[config.mk]
export PLATFORM = sky130hd
export DESIGN_NAME = stage_sequencer_flat
export DESIGN_NICKNAME = d
export VERILOG_FILES = /design/src/rtl/stage_sequencer_if.sv /design/src/rtl/stage_sequencer.sv /design/src/flat_wrapper.sv
export SDC_FILE = /design/constraint.sdc
export NUM_CORES = 1
export LEC_CHECK = 0
export CORE_ASPECT_RATIO = 0.9
export CORE_MARGIN = 1
export CORE_UTILIZATION = 40
export DETAILED_ROUTE_END_ITERATION = 8
export PLACE_DENSITY = 0.73
export SETUP_SLACK_MARGIN = 0.1
export SLEW_MARGIN = 25
export SYNTH_ARGS = -nofsm -noshare
export SYNTH_HDL_FRONTEND = slang
export SYNTH_SLANG_ARGS = --single-unit
[constraint.sdc]
create_clock -name clk -period 2 [get_ports clk]
set_input_delay 0.3 -clock clk [delete_from_list [all_inputs] [get_ports clk]]
set_output_delay 0.3 -clock clk [all_outputs]
set_load 0.02 [all_outputs]
[src/rtl/stage_sequencer_if.sv]
// Fetch, decode and bus-side signals of the stage sequencer.
// The sequencer takes the master side; memory, decode and bus unit take the slave side.
interface stage_sequencer_if #(
  parameter int INSTR_WIDTH  = 16,
  parameter int I_ADDR_WIDTH = 10,
  parameter int CNT_WIDTH    = 16
);
  logic [INSTR_WIDTH-1:0]  instruction;
  logic [I_ADDR_WIDTH-1:0] program_counter;
  logic [INSTR_WIDTH-1:0]  instr_buffer;
  logic [INSTR_WIDTH-1:0]  instr_ext;
  logic                    two_word;
  logic                    mem_access;
  logic                    mem_req;
  logic                    mem_ready;
  logic                    pc_load;
  logic [I_ADDR_WIDTH-1:0] pc_target;
  logic                    halt;
  logic [6:0]              pipeline_stage;
  logic                    timeout;
  logic [CNT_WIDTH-1:0]    retired;

  modport master (
    input  instruction, two_word, mem_access, mem_ready, pc_load, pc_target, halt,
    output program_counter, instr_buffer, instr_ext, mem_req, pipeline_stage,
           timeout, retired
  );

  modport slave (
    output instruction, two_word, mem_access, mem_ready, pc_load, pc_target, halt,
    input  program_counter, instr_buffer, instr_ext, mem_req, pipeline_stage,
           timeout, retired
  );
endinterface

[src/rtl/stage_sequencer.sv]
// Multi-cycle instruction sequencer: owns the PC and instruction buffers, steps
// IF/IF2/ID/EX/MEM/WB, handles MEM wait states with timeout, and counts retirements.
//
// state  | meaning
// S_IF   | fetch first word, PC+1
// S_IF2  | fetch second word of a two-word instruction, PC+1
// S_ID   | decode
// S_EX   | execute; choose MEM or WB
// S_MEM  | bus access, waits for mem_ready up to WAIT_LIMIT cycles
// S_WB   | retire, optional PC load, optional halt
// S_HALT | frozen until reset
module stage_sequencer #(
  parameter int INSTR_WIDTH  = 16,
  parameter int I_ADDR_WIDTH = 10,
  parameter int WAIT_LIMIT   = 8,
  parameter int CNT_WIDTH    = 16
) (
  input  logic                clk,
  input  logic                reset,
  stage_sequencer_if.master   bus
);

  localparam int WCW = (WAIT_LIMIT > 1) ? $clog2(WAIT_LIMIT) : 1;
  localparam logic [WCW-1:0] WAIT_LAST = WCW'(WAIT_LIMIT - 1);

  typedef enum logic [2:0] {
    S_IF, S_IF2, S_ID, S_EX, S_MEM, S_WB, S_HALT
  } state_t;

  state_t                  state_q,    state_d;
  logic [I_ADDR_WIDTH-1:0] pc_q,       pc_d;
  logic [INSTR_WIDTH-1:0]  ibuf_q,     ibuf_d;
  logic [INSTR_WIDTH-1:0]  iext_q,     iext_d;
  logic                    timeout_q,  timeout_d;
  logic [CNT_WIDTH-1:0]    retired_q,  retired_d;
  logic [WCW-1:0]          wait_cnt_q, wait_cnt_d;

  always_ff @(posedge clk) begin
    if (reset) begin
      state_q    <= S_IF;
      pc_q       <= '0;
      ibuf_q     <= '0;
      iext_q     <= '0;
      timeout_q  <= 1'b0;
      retired_q  <= '0;
      wait_cnt_q <= '0;
    end else begin
      state_q    <= state_d;
      pc_q       <= pc_d;
      ibuf_q     <= ibuf_d;
      iext_q     <= iext_d;
      timeout_q  <= timeout_d;
      retired_q  <= retired_d;
      wait_cnt_q <= wait_cnt_d;
    end
  end

  always_comb begin
    state_d    = state_q;
    pc_d       = pc_q;
    ibuf_d     = ibuf_q;
    iext_d     = iext_q;
    timeout_d  = timeout_q;
    retired_d  = retired_q;
    wait_cnt_d = wait_cnt_q;
    unique case (state_q)
      S_IF: begin
        ibuf_d  = bus.instruction;
        pc_d    = pc_q + I_ADDR_WIDTH'(1);
        state_d = bus.two_word ? S_IF2 : S_ID;
      end
      S_IF2: begin
        iext_d  = bus.instruction;
        pc_d    = pc_q + I_ADDR_WIDTH'(1);
        state_d = S_ID;
      end
      S_ID: state_d = S_EX;
      S_EX: state_d = bus.mem_access ? S_MEM : S_WB;
      S_MEM: begin
        // a ready on the last allowed cycle still wins over the timeout
        if (bus.mem_ready) begin
          wait_cnt_d = '0;
          state_d    = S_WB;
        end else if (wait_cnt_q == WAIT_LAST) begin
          wait_cnt_d = '0;
          timeout_d  = 1'b1;
          state_d    = S_WB;
        end else begin
          wait_cnt_d = wait_cnt_q + WCW'(1);
        end
      end
      S_WB: begin
        retired_d = retired_q + CNT_WIDTH'(1);
        if (bus.pc_load) pc_d = bus.pc_target;
        state_d = bus.halt ? S_HALT : S_IF;
      end
      S_HALT: state_d = S_HALT;
      default: state_d = S_IF;
    endcase
  end

  always_comb begin
    bus.pipeline_stage = 7'b0000000;
    unique case (state_q)
      S_IF:    bus.pipeline_stage = 7'b0000001;
      S_IF2:   bus.pipeline_stage = 7'b0000010;
      S_ID:    bus.pipeline_stage = 7'b0000100;
      S_EX:    bus.pipeline_stage = 7'b0001000;
      S_MEM:   bus.pipeline_stage = 7'b0010000;
      S_WB:    bus.pipeline_stage = 7'b0100000;
      S_HALT:  bus.pipeline_stage = 7'b1000000;
      default: bus.pipeline_stage = 7'b0000000;
    endcase
  end

  assign bus.mem_req         = (state_q == S_MEM);
  assign bus.program_counter = pc_q;
  assign bus.instr_buffer    = ibuf_q;
  assign bus.instr_ext       = iext_q;
  assign bus.timeout         = timeout_q;
  assign bus.retired         = retired_q;

endmodule
[src/flat_wrapper.sv]
// flat-port wrapper written by rule: the top's interface ports become plain ports
module stage_sequencer_flat 
#(
  parameter int INSTR_WIDTH  = 16,
  parameter int I_ADDR_WIDTH = 10,
  parameter int WAIT_LIMIT   = 8,
  parameter int CNT_WIDTH    = 16
)
  (clk, reset, bus_instruction, bus_two_word, bus_mem_access, bus_mem_ready, bus_pc_load, bus_pc_target, bus_halt, bus_program_counter, bus_instr_buffer, bus_instr_ext, bus_mem_req, bus_pipeline_stage, bus_timeout, bus_retired);
  stage_sequencer_if #(.INSTR_WIDTH(INSTR_WIDTH), .I_ADDR_WIDTH(I_ADDR_WIDTH), .CNT_WIDTH(CNT_WIDTH)) bus_i ();
  input  logic clk;
  input  logic reset;
  input wire logic [$bits(bus_i.instruction)-1:0] bus_instruction;
  input wire logic [$bits(bus_i.two_word)-1:0] bus_two_word;
  input wire logic [$bits(bus_i.mem_access)-1:0] bus_mem_access;
  input wire logic [$bits(bus_i.mem_ready)-1:0] bus_mem_ready;
  input wire logic [$bits(bus_i.pc_load)-1:0] bus_pc_load;
  input wire logic [$bits(bus_i.pc_target)-1:0] bus_pc_target;
  input wire logic [$bits(bus_i.halt)-1:0] bus_halt;
  output wire logic [$bits(bus_i.program_counter)-1:0] bus_program_counter;
  output wire logic [$bits(bus_i.instr_buffer)-1:0] bus_instr_buffer;
  output wire logic [$bits(bus_i.instr_ext)-1:0] bus_instr_ext;
  output wire logic [$bits(bus_i.mem_req)-1:0] bus_mem_req;
  output wire logic [$bits(bus_i.pipeline_stage)-1:0] bus_pipeline_stage;
  output wire logic [$bits(bus_i.timeout)-1:0] bus_timeout;
  output wire logic [$bits(bus_i.retired)-1:0] bus_retired;
  assign bus_i.instruction = bus_instruction;
  assign bus_i.two_word = bus_two_word;
  assign bus_i.mem_access = bus_mem_access;
  assign bus_i.mem_ready = bus_mem_ready;
  assign bus_i.pc_load = bus_pc_load;
  assign bus_i.pc_target = bus_pc_target;
  assign bus_i.halt = bus_halt;
  assign bus_program_counter = bus_i.program_counter;
  assign bus_instr_buffer = bus_i.instr_buffer;
  assign bus_instr_ext = bus_i.instr_ext;
  assign bus_mem_req = bus_i.mem_req;
  assign bus_pipeline_stage = bus_i.pipeline_stage;
  assign bus_timeout = bus_i.timeout;
  assign bus_retired = bus_i.retired;
  stage_sequencer #(.INSTR_WIDTH(INSTR_WIDTH), .I_ADDR_WIDTH(I_ADDR_WIDTH), .WAIT_LIMIT(WAIT_LIMIT), .CNT_WIDTH(CNT_WIDTH)) u_core (.clk(clk), .reset(reset), .bus(bus_i));
endmodule
---- Word-level counts from Yosys, hierarchy flattened ----
Cells that the tools add are included.
word-level totals
  output and inout bits ................... 67
  register bits after elaboration ......... 65
  word-level logic and storage cells ...... 36
operators by class
  multiplexer cells ....................... 11
  bitwise operators ....................... 1
  reductions and logical operators ........ 5
  equality and inequality tests ........... 9
  add/sub/neg operators ................... 3
operators with widths
  operator                                             count
  one-hot mux 7 bit (7 select lines)                   1
  one-hot mux 3 bit (7 select lines)                   1
  one-hot mux 10 bit (2 select lines)                  1
  adder 16 x 1 -> 16 bit, second input constant        1
  2-to-1 mux 3 bit                                     5
  equality test 3 bit, second input constant           4
  adder 10 x 1 -> 10 bit, second input constant        1
  2-to-1 mux 10 bit                                    1
  equality test 3 x 2 -> 1 bit, second input constant  2
  adder 3 x 1 -> 3 bit, second input constant          1
  equality test 3 x 1 -> 1 bit, second input constant  1
  zero test 3 bit                                      1
  != test 3 x 2 -> 1 bit, second input constant        1
  AND reduction 3 bit                                  1
  2-to-1 mux 2 bit                                     1
  != test 2 bit, second input constant                 1
  AND reduction 2 bit                                  1
  nonzero test 2 bit                                   1
  OR reduction 2 bit                                   1
  2-to-1 mux 1 bit                                     1
  inverter 1 bit                                       1

---- Logic depth before layout (Yosys ltp) ----
Gate-level depths: netlist (run 1).
  word-level depth ........................ 4
  depth in mapped cells ................... 7
  depth with buffers taken out ............ 6

---- Worst setup path before layout (run 1) ----
Ideal clock, no wire load.
  kind .................................... register -> register
  start ................................... register u_core.retired_q[0], in the netlist u_core.bus.retired[0]
  end ..................................... register u_core.retired_q[12], in the netlist u_core.bus.retired[12]
  buffers on the path ..................... 1
  cell stages (with the launch flop) ...... 7
  required time ........................... 1.930 ns
  data arrival time ....................... 1.569 ns
  setup slack ............................. 0.361 ns
  period minus slack after synthesis ...... 1.639 ns
  setup time .............................. 0.070 ns
  path through ............................ dfxtp_1 -> ha_1 -> and4b_1 -> buf_2 -> nand4_2 -> or3_1 -> a21oi_1
between the ends
  longest elaborated chain between the ends .. 1
RTL lines
  element                 line                   text
  from (decl)             stage_sequencer.sv:35  logic [CNT_WIDTH-1:0] retired_q, retired_d;
  from (signal assigned)  stage_sequencer.sv:53  retired_q <= retired_d;
  adder 16 x 1 -> 16 bit  stage_sequencer.sv:93  retired_d = retired_q + CNT_WIDTH'(1);
Every way passes these cells.
A chain may end at the register's enable or synchronous reset.

---- Worst setup path in the final report (run 1) ----
  start ................................... register u_core.state_q[0]
  end ..................................... output bus_mem_req
between the ends
  longest elaborated chain between the ends .. 1
RTL lines
  element                 line                    text
  from (decl)             stage_sequencer.sv:30   state_t state_q, state_d;
  from (signal assigned)  stage_sequencer.sv:48   state_q <= state_d;
  equality test 3 bit     stage_sequencer.sv:116  assign bus.mem_req = (state_q == S_MEM);
  to (decl)               flat_wrapper.sv:23      output wire logic [$bits(bus_i.mem_req)-1:0] bus_mem_req;
Every way passes these cells.

==> impl_metrics.env, run 1 <==
export IMPL_worstSetupPathType="reg -> out"
export IMPL_cp_top_family="buffers and inverters"
export IMPL_drive_gt1_share_pct=8.772
export IMPL_timing_hold_ws_ns=0.4554
export IMPL_coreArea_um2=6621
export IMPL_finalCritPeriodShare_pct=89.78
export IMPL_synth_top_cell_area_share_pct=46.95
export IMPL_wl_um=7435
export IMPL_setup_violations=0
export IMPL_slew_limit_headroom_pct=53.27
export IMPL_synthArstFlopShare_pct=0
export IMPL_clock_sinks=65
export IMPL_gp_congestion=0.8278
export IMPL_drtIter0Drc=162
export IMPL_yosysUniqueCellTypes=44
export IMPL_holdCritPathClass="reg -> reg"
export IMPL_cts_tree="done"
export IMPL_syn_area_um2=2771
export IMPL_ir_worst_vdd_v=0.0003819
export IMPL_clk_pin_slew_ns=0.07
export IMPL_nFillCells=558
export IMPL_cellPowerDensity_nw_per_um2=881.6
export IMPL_clk_latency_ns=0.34
export IMPL_r2r_start="u_core.bus.retired[0]$_SDFFE_PP0N_"
export IMPL_cts_buffer_depth=2
export IMPL_maxCapViolations=0
export IMPL_route_detailed_drc=0
export IMPL_fmax_mhz=556.9
export IMPL_antenna_found_initial=0
export IMPL_synthCells=346
export IMPL_routed_via_density=5.099
export IMPL_wl_per_cell_um=13.62
export IMPL_route_vias_total=2784
export IMPL_dp_hpwl_um=5204
export IMPL_final_setup_tns_ns=0
export IMPL_synth_top_cell_by_area="dfxtp_1"
export IMPL_nets=488
export IMPL_area_growth_pct=48.67
export IMPL_ys_seq_area_share_pct=46.95
export IMPL_start_util_pct=41.86
export IMPL_die_h_um=80.97
export IMPL_p_leak_nw=1.556
export IMPL_worst_setup_path_end_kind="output port"
export IMPL_ys_warn_count=0
export IMPL_reg2reg_depth=5
export IMPL_crit_required_ns=1.70
export IMPL_grt_overflow=0
export IMPL_final_max_slew_viol_count=0
export IMPL_cts_inserted_buffers=9
export IMPL_crit_arrival_ns=1.50
export IMPL_slowest_stage="dfxtp_1"
export IMPL_layout_setup_ws_ns=0.2044
export IMPL_finalClockSkew_ns=0.007692
export IMPL_synth_edff_count=0
export IMPL_synth_seq_cells=65
export IMPL_r2r_end="u_core.bus.retired[14]$_SDFFE_PP0N_"
export IMPL_synth_nets=383
export IMPL_min_to="u_core.bus.instr_ext[3]$_SDFFE_PP0P_"
export IMPL_firstDrtPassIters=4
export IMPL_crit_path_start_kind="register"
export IMPL_die_w_um=89.74
export IMPL_path_max_fanout=6
export IMPL_grt_pass1_vias=2554
export IMPL_synthTopCellsByArea="dfxtp_1 (47%), nand2_1 (11%), a21oi_1 (10%)"
export IMPL_cp_cell_sequence="nor2_1, nand2_1, inv_1, clkdlybuf4s15_1"
export IMPL_fin_cells=546
export IMPL_grt_setup_unrepaired="false"
export IMPL_rows=28
export IMPL_hold_start="u_core.bus.instr_ext[3]$_SDFFE_PP0P_"
export IMPL_grt_pass1_wl_um=12190
export IMPL_io_pin_count=100
export IMPL_whs_path_depth=2
export IMPL_finalHoldViolations=0
export IMPL_status="completed"
export IMPL_worst_pin_slew_ns=0.7010
export IMPL_r2r_slack_ns=0.32
export IMPL_ctsRootBufferMaster="clkbuf_8"
export IMPL_place_area_um2=3882
export IMPL_synth_ff_type="dfxtp_1"
export IMPL_grt_max_degree=39
export IMPL_period_needed_ns=1.796
export IMPL_crit_buf_inv=2
export IMPL_cts_max_level=3
export IMPL_syn_avg_cell_area_um2=8.010
export IMPL_final_antenna_net_count=0
export IMPL_gr_usage_all_layers_pct=20.92
export IMPL_dp_cells=530
export IMPL_die_area_um2=7266
export IMPL_postLayoutCellArea_um2=4120
export IMPL_place_ws_ns=0.2433
export IMPL_num_antenna_cells=0
export IMPL_port_buffers=99
export IMPL_slowest_delay_ns=0.36
==> worst max path at each step <==
| stage | startpoint | end | depth (start not counted) |
|---|---|---|---|
| floorplan | u_core.bus.retired[0]$_SDFFE_PP0N_ | u_core.bus.retired[12]$_SDFFE_PP0N_ | 6 |
| global placement | u_core.state_q[1]$_SDFFE_PP0P_ | bus_pipeline_stage[3] | 4 |
| detailed placement | u_core.state_q[1]$_SDFFE_PP0P_ | bus_mem_req | 4 |
| CTS | u_core.state_q[0]$_SDFFE_PP0P_ | bus_mem_req | 4 |
| global route | u_core.state_q[0]$_SDFFE_PP0P_ | bus_mem_req | 4 |
| finish | u_core.state_q[0]$_SDFFE_PP0P_ | bus_mem_req | 4 |
==> worst register-to-register path, cell delays in order, from the launching register on <==
cell,delay (ns)
dfxtp_1,0.38
ha_1,0.18
and4b_1,0.34
nand4_2,0.19
or3_1,0.38
a21oi_1,0.15
==> registers in the layout (all words and copies together), names as in the netlist <==
| register | flops |
|---|---|
| u_core.bus.instr_buffer | 16 |
| u_core.bus.instr_ext | 16 |
| u_core.bus.retired | 16 |
| u_core.bus.program_counter | 10 |
| u_core.state_q | 3 |
| u_core.wait_cnt_q | 3 |
| u_core.bus.timeout | 1 |
==> area by class of cell <==
cell class                      instances  area, um^2  area share (%)
Inverter                               12       45.04           1.093
Sequential cell                        65        1304           31.64
Clock inverter                          5       102.6           2.490
Multi-Input combinational cell        250        1333           32.34
Tap cell                               90       112.6           2.733
Clock buffer                           11       141.4           3.432
Timing Repair Buffer                  113        1082           26.27
==> where the power goes <==
part	switching, W	internal (W)	leakage, nW
logic	0.000454	0.000355	0.906
registers	0.0000734	0.00139	0.530
clock network	0.000497	0.000861	0.120
total	0.00102	0.00261	1.56
==> cells in the mapped netlist, types with 2 or more instances <==
cell type	n
nand4_1	4
o21ai_0	13
xor2_1	6
o32ai_1	2
nor2_1	17
o31ai_1	6
a211oi_1	4
dfxtp_1	65
ha_1	4
nand2_1	79
or4_1	6
clkbuf_1	9
nand2b_1	4
clkinv_1	2
and3_1	3
nor4_1	2
a311oi_1	2
or3_1	4
nor3_1	6
buf_2	8
a21oi_1	56
inv_1	9
nand3_1	12
xnor2_1	3
==> stage by stage <==
step / power [W] / utilization [%]
floorplan: 0.001918 / -
global placement: 0.002302 / 58.64
detailed placement: 0.002310 / 58.64
CTS: 0.003663 / 62.21
global route: 0.003810 / 62.23
finish: 0.003632 / 62.23
==> logic make-up after synthesis <==
kind of cell / count (synthesis) / share of synthesized area (%)
mux: 2 / 0.7675
xor+xnor: 9 / 2.844
compound gates: 88 / 17.88
simple gates: 147 / 24.79
buf+inv: 31 / 4.966
fa+ha+maj: 4 / 1.806
flops: 65 / 46.95
==> timing repair <==
action / CTS / global route
resized for setup: 10 / 1
hold buffers: 0 / 0
setup buffers: 0 / 0
hold endpoints to repair: 0 / 0
gates cloned: 0 / 0
endpoints found under the setup margin: 8 / 1
==> layer usage <==
metal	wire (um)	track usage, %
met1	3557	27.80
met2	3411	33.31
met3	353	5.712
met4	112	6.557
met5	0	0
==> cell usage in the layout, fill, tap and decap left out, drive strengths merged, types with 2 or more instances in the layout <==
master and instances:
nor3 6, buf 15, clkdlybuf4s50 90, nand4 5, or4 6, o21ai 13, nand2b 4, a311oi 2
dfxtp 65, o31ai 6, clkinv 3, o32ai 2, bufinv 3, ha 4, and3 3, nand2 81
nand3 12, a211oi 4, nor4 2, dlygate4sd2 7, or3 4, xnor2 3, inv 10, xor2 6
a21oi 56, nor2 17, clkbuf 11
Note: power is estimated with default switching activity, not from simulation.
==> run 2: changes to the inputs <==
--- a/config.mk
+++ b/config.mk
@@ -10,6 +10,7 @@
 export CORE_UTILIZATION = 40
 export DETAILED_ROUTE_END_ITERATION = 8
 export PLACE_DENSITY = 0.73
+export RECOVER_POWER = 100
 export SETUP_SLACK_MARGIN = 0.1
 export SLEW_MARGIN = 25
 export SYNTH_ARGS = -nofsm -noshare
==> constraint.sdc (replaced) <==
create_clock -name clk -period 1.85 [get_ports clk]
set_input_delay 0.2775 -clock clk [delete_from_list [all_inputs] [get_ports clk]]
set_output_delay 0.2775 -clock clk [all_outputs]
set_load 0.02 [all_outputs]
==> run 2 against run 1 <==
Net effect: die area unchanged; non-clock buffer count is 8 higher; sequential power grew 7%; design area shrank 0.52%; sequential share of layout area rose by 0.23 points; critical path type unchanged; total power is 3.4% lower; critical endpoint is now bus_retired[3]; utilization fell by 0.32 points.
==> impl_metrics.env, run 2 (synthesis gave the netlist of run 1 again) <==
export IMPL_layout_commonest_cell="nand2_1"
export IMPL_rows=28
export IMPL_coreArea_um2=6621
export IMPL_dp_hpwl_um=5201
export IMPL_path_max_fanout=5
export IMPL_gr_usage_all_layers_pct=20.07
export IMPL_layout_common_cells="nand2_1 (79), dfxtp_1 (61), dlygate4sd3_1 (57), a21oi_1 (56), clkdlybuf4s50_1 (33)"
export IMPL_crit_required_ns=1.57
export IMPL_crit_path_start_kind="register"
export IMPL_grt_max_degree=33
export IMPL_cts_buffer_depth=2
export IMPL_area_growth_pct=47.90
export IMPL_drive_gt1_share_pct=8.855
export IMPL_worst_pin_slew_ns=0.7600
export IMPL_gp_congestion=0.8506
export IMPL_period_needed_ns=1.738
export IMPL_cts_max_level=3
export IMPL_die_w_um=89.74
export IMPL_die_h_um=80.97
export IMPL_die_area_um2=7266
export IMPL_grt_pass1_wl_um=11710
export IMPL_finalHoldViolations=0
export IMPL_cts_inserted_buffers=9
export IMPL_wl_per_cell_um=13.12
export IMPL_routed_top_layer="met4"
export IMPL_worst_setup_path_end_kind="output port"
export IMPL_p_leak_nw=1.718
export IMPL_whs_path_depth=2
export IMPL_maxCapViolations=0
export IMPL_clock_sinks=65
export IMPL_p_total_w=0.003510
export IMPL_crit_start="u_core.bus.retired[3]$_SDFFE_PP0N_"
export IMPL_reg2reg_depth=6
export IMPL_clk_pin_slew_ns=0.07
export IMPL_status="completed"
export IMPL_final_max_slew_viol_count=0
export IMPL_finalCritPeriodShare_pct=93.94
export IMPL_grt_overflow=0
export IMPL_cts_tree="done"
export IMPL_drtIter0Drc=158
export IMPL_drt_met1_wl_um=3402
export IMPL_firstDrtPassIters=4
export IMPL_place_ws_ns=0.1805
export IMPL_final_setup_tns_ns=0
export IMPL_finalClockSkew_ns=0.009264
export IMPL_wl_um=7253
export IMPL_crit_arrival_ns=1.46
export IMPL_clk_latency_ns=0.33
export IMPL_grt_setup_unrepaired="false"
export IMPL_nets=496
export IMPL_antenna_found_initial=0
export IMPL_fin_cells=553
export IMPL_routed_via_density=5.025
export IMPL_cellPowerDensity_nw_per_um2=856.3
export IMPL_r2r_slack_ns=0.18
export IMPL_r2r_end="u_core.bus.retired[15]$_SDFFE_PP0N_"
export IMPL_holdCritPathClass="in -> reg"
export IMPL_io_pin_count=100
export IMPL_min_to="u_core.bus.retired[2]$_SDFFE_PP0N_"
export IMPL_start_util_pct=41.86
export IMPL_route_vias_total=2779
export IMPL_port_buffers=99
export IMPL_final_antenna_net_count=0
export IMPL_setup_violations=0
export IMPL_r2r_start="u_core.state_q[1]$_SDFFE_PP0P_"
export IMPL_fmax_mhz=575.4
export IMPL_ctsRootBufferMaster="clkbuf_8"
export IMPL_wl_met3_um=297
export IMPL_route_detailed_drc=0
export IMPL_met2_length_um=3506
export IMPL_num_antenna_cells=0
export IMPL_grt_pass1_vias=2509
export IMPL_dp_cells=538
export IMPL_layout_setup_ws_ns=0.1122
export IMPL_ir_worst_vdd_v=0.0004882
export IMPL_worstSetupPathType="reg -> out"
export IMPL_hold_start="reset"
export IMPL_slew_limit_headroom_pct=49.33
## run 2: final cells by class
class,instances,area [um^2]
repair buffers,121,1127
multi-input cells,250,1326
fillers,595,2522
well taps,90,112.6
clock inverters,2,12.51
inverters,12,45.04
flip-flops and latches,65,1306
clock buffers,13,168.9
## run 2: metrics by stage
step	hold WS, ns	area [um^2]	utilization, %
finish	0.4443	4099	61.90
global placement	0.4419	3955	59.73
detailed placement	0.4453	3955	59.73
global route	0.4592	4099	61.90
CTS	0.4250	4129	62.36
floorplan	0.4135	2771	-
## run 2: critical path, stage by stage, from the launching register on
cell           delay, ns
dfxtp_1             0.33
buf_4               0.13
dlygate4sd3_1       0.67
## run 2: what timing repair did
| action | CTS | global route |
|---|---|---|
| gates resized for setup | 10 | 7 |
| setup buffers | 0 | 0 |
| endpoints found under the setup margin | 8 | 8 |
| hold buffers | 0 | 0 |
| endpoints found under the hold margin | 0 | 0 |
## run 2: worst max-delay path by stage
stage | endpoint | slack [ns] | cells after the start
2_1_floorplan | u_core.bus.retired[12]$_SDFFE_PP0N_ | 0.21 | 6
3_3_place_gp | bus_pipeline_stage[3] | 0.20 | 4
3_5_place_dp | bus_mem_req | 0.18 | 4
4_1_cts | bus_pipeline_stage[3] | 0.07 | 4
5_1_grt | u_core.bus.retired[15]$_SDFFE_PP0N_ | 0.06 | 6
6_report | bus_retired[3] | 0.11 | 2
## run 2: per-layer routing
| layer | global-route usage [%] | up-vias |
|---|---|---|
| li1 | - | 1425 |
| met3 | 4.401 | 5 |
| met2 | 34.54 | 62 |
| met1 | 25.50 | 1287 |
| met5 | 0 | - |
| met4 | 5.902 | 0 |
## run 2: where the power goes
group / leakage [nW] / internal [W] / switching [W]
registers: 0.531 / 0.00151 / 0.0000669
clock network: 0.0915 / 0.000587 / 0.000498
logic: 1.10 / 0.000354 / 0.000497
==> run 3: changes to the inputs <==
--- a/config.mk
+++ b/config.mk
@@ -12,7 +12,6 @@
 export PLACE_DENSITY = 0.73
 export RECOVER_POWER = 100
 export SETUP_SLACK_MARGIN = 0.1
-export SLEW_MARGIN = 25
 export SYNTH_ARGS = -nofsm -noshare
 export SYNTH_HDL_FRONTEND = slang
 export SYNTH_SLANG_ARGS = --single-unit
==> results of run 3 <==
Same layout as run 2: the final DEF is identical, and so are final timing and power.
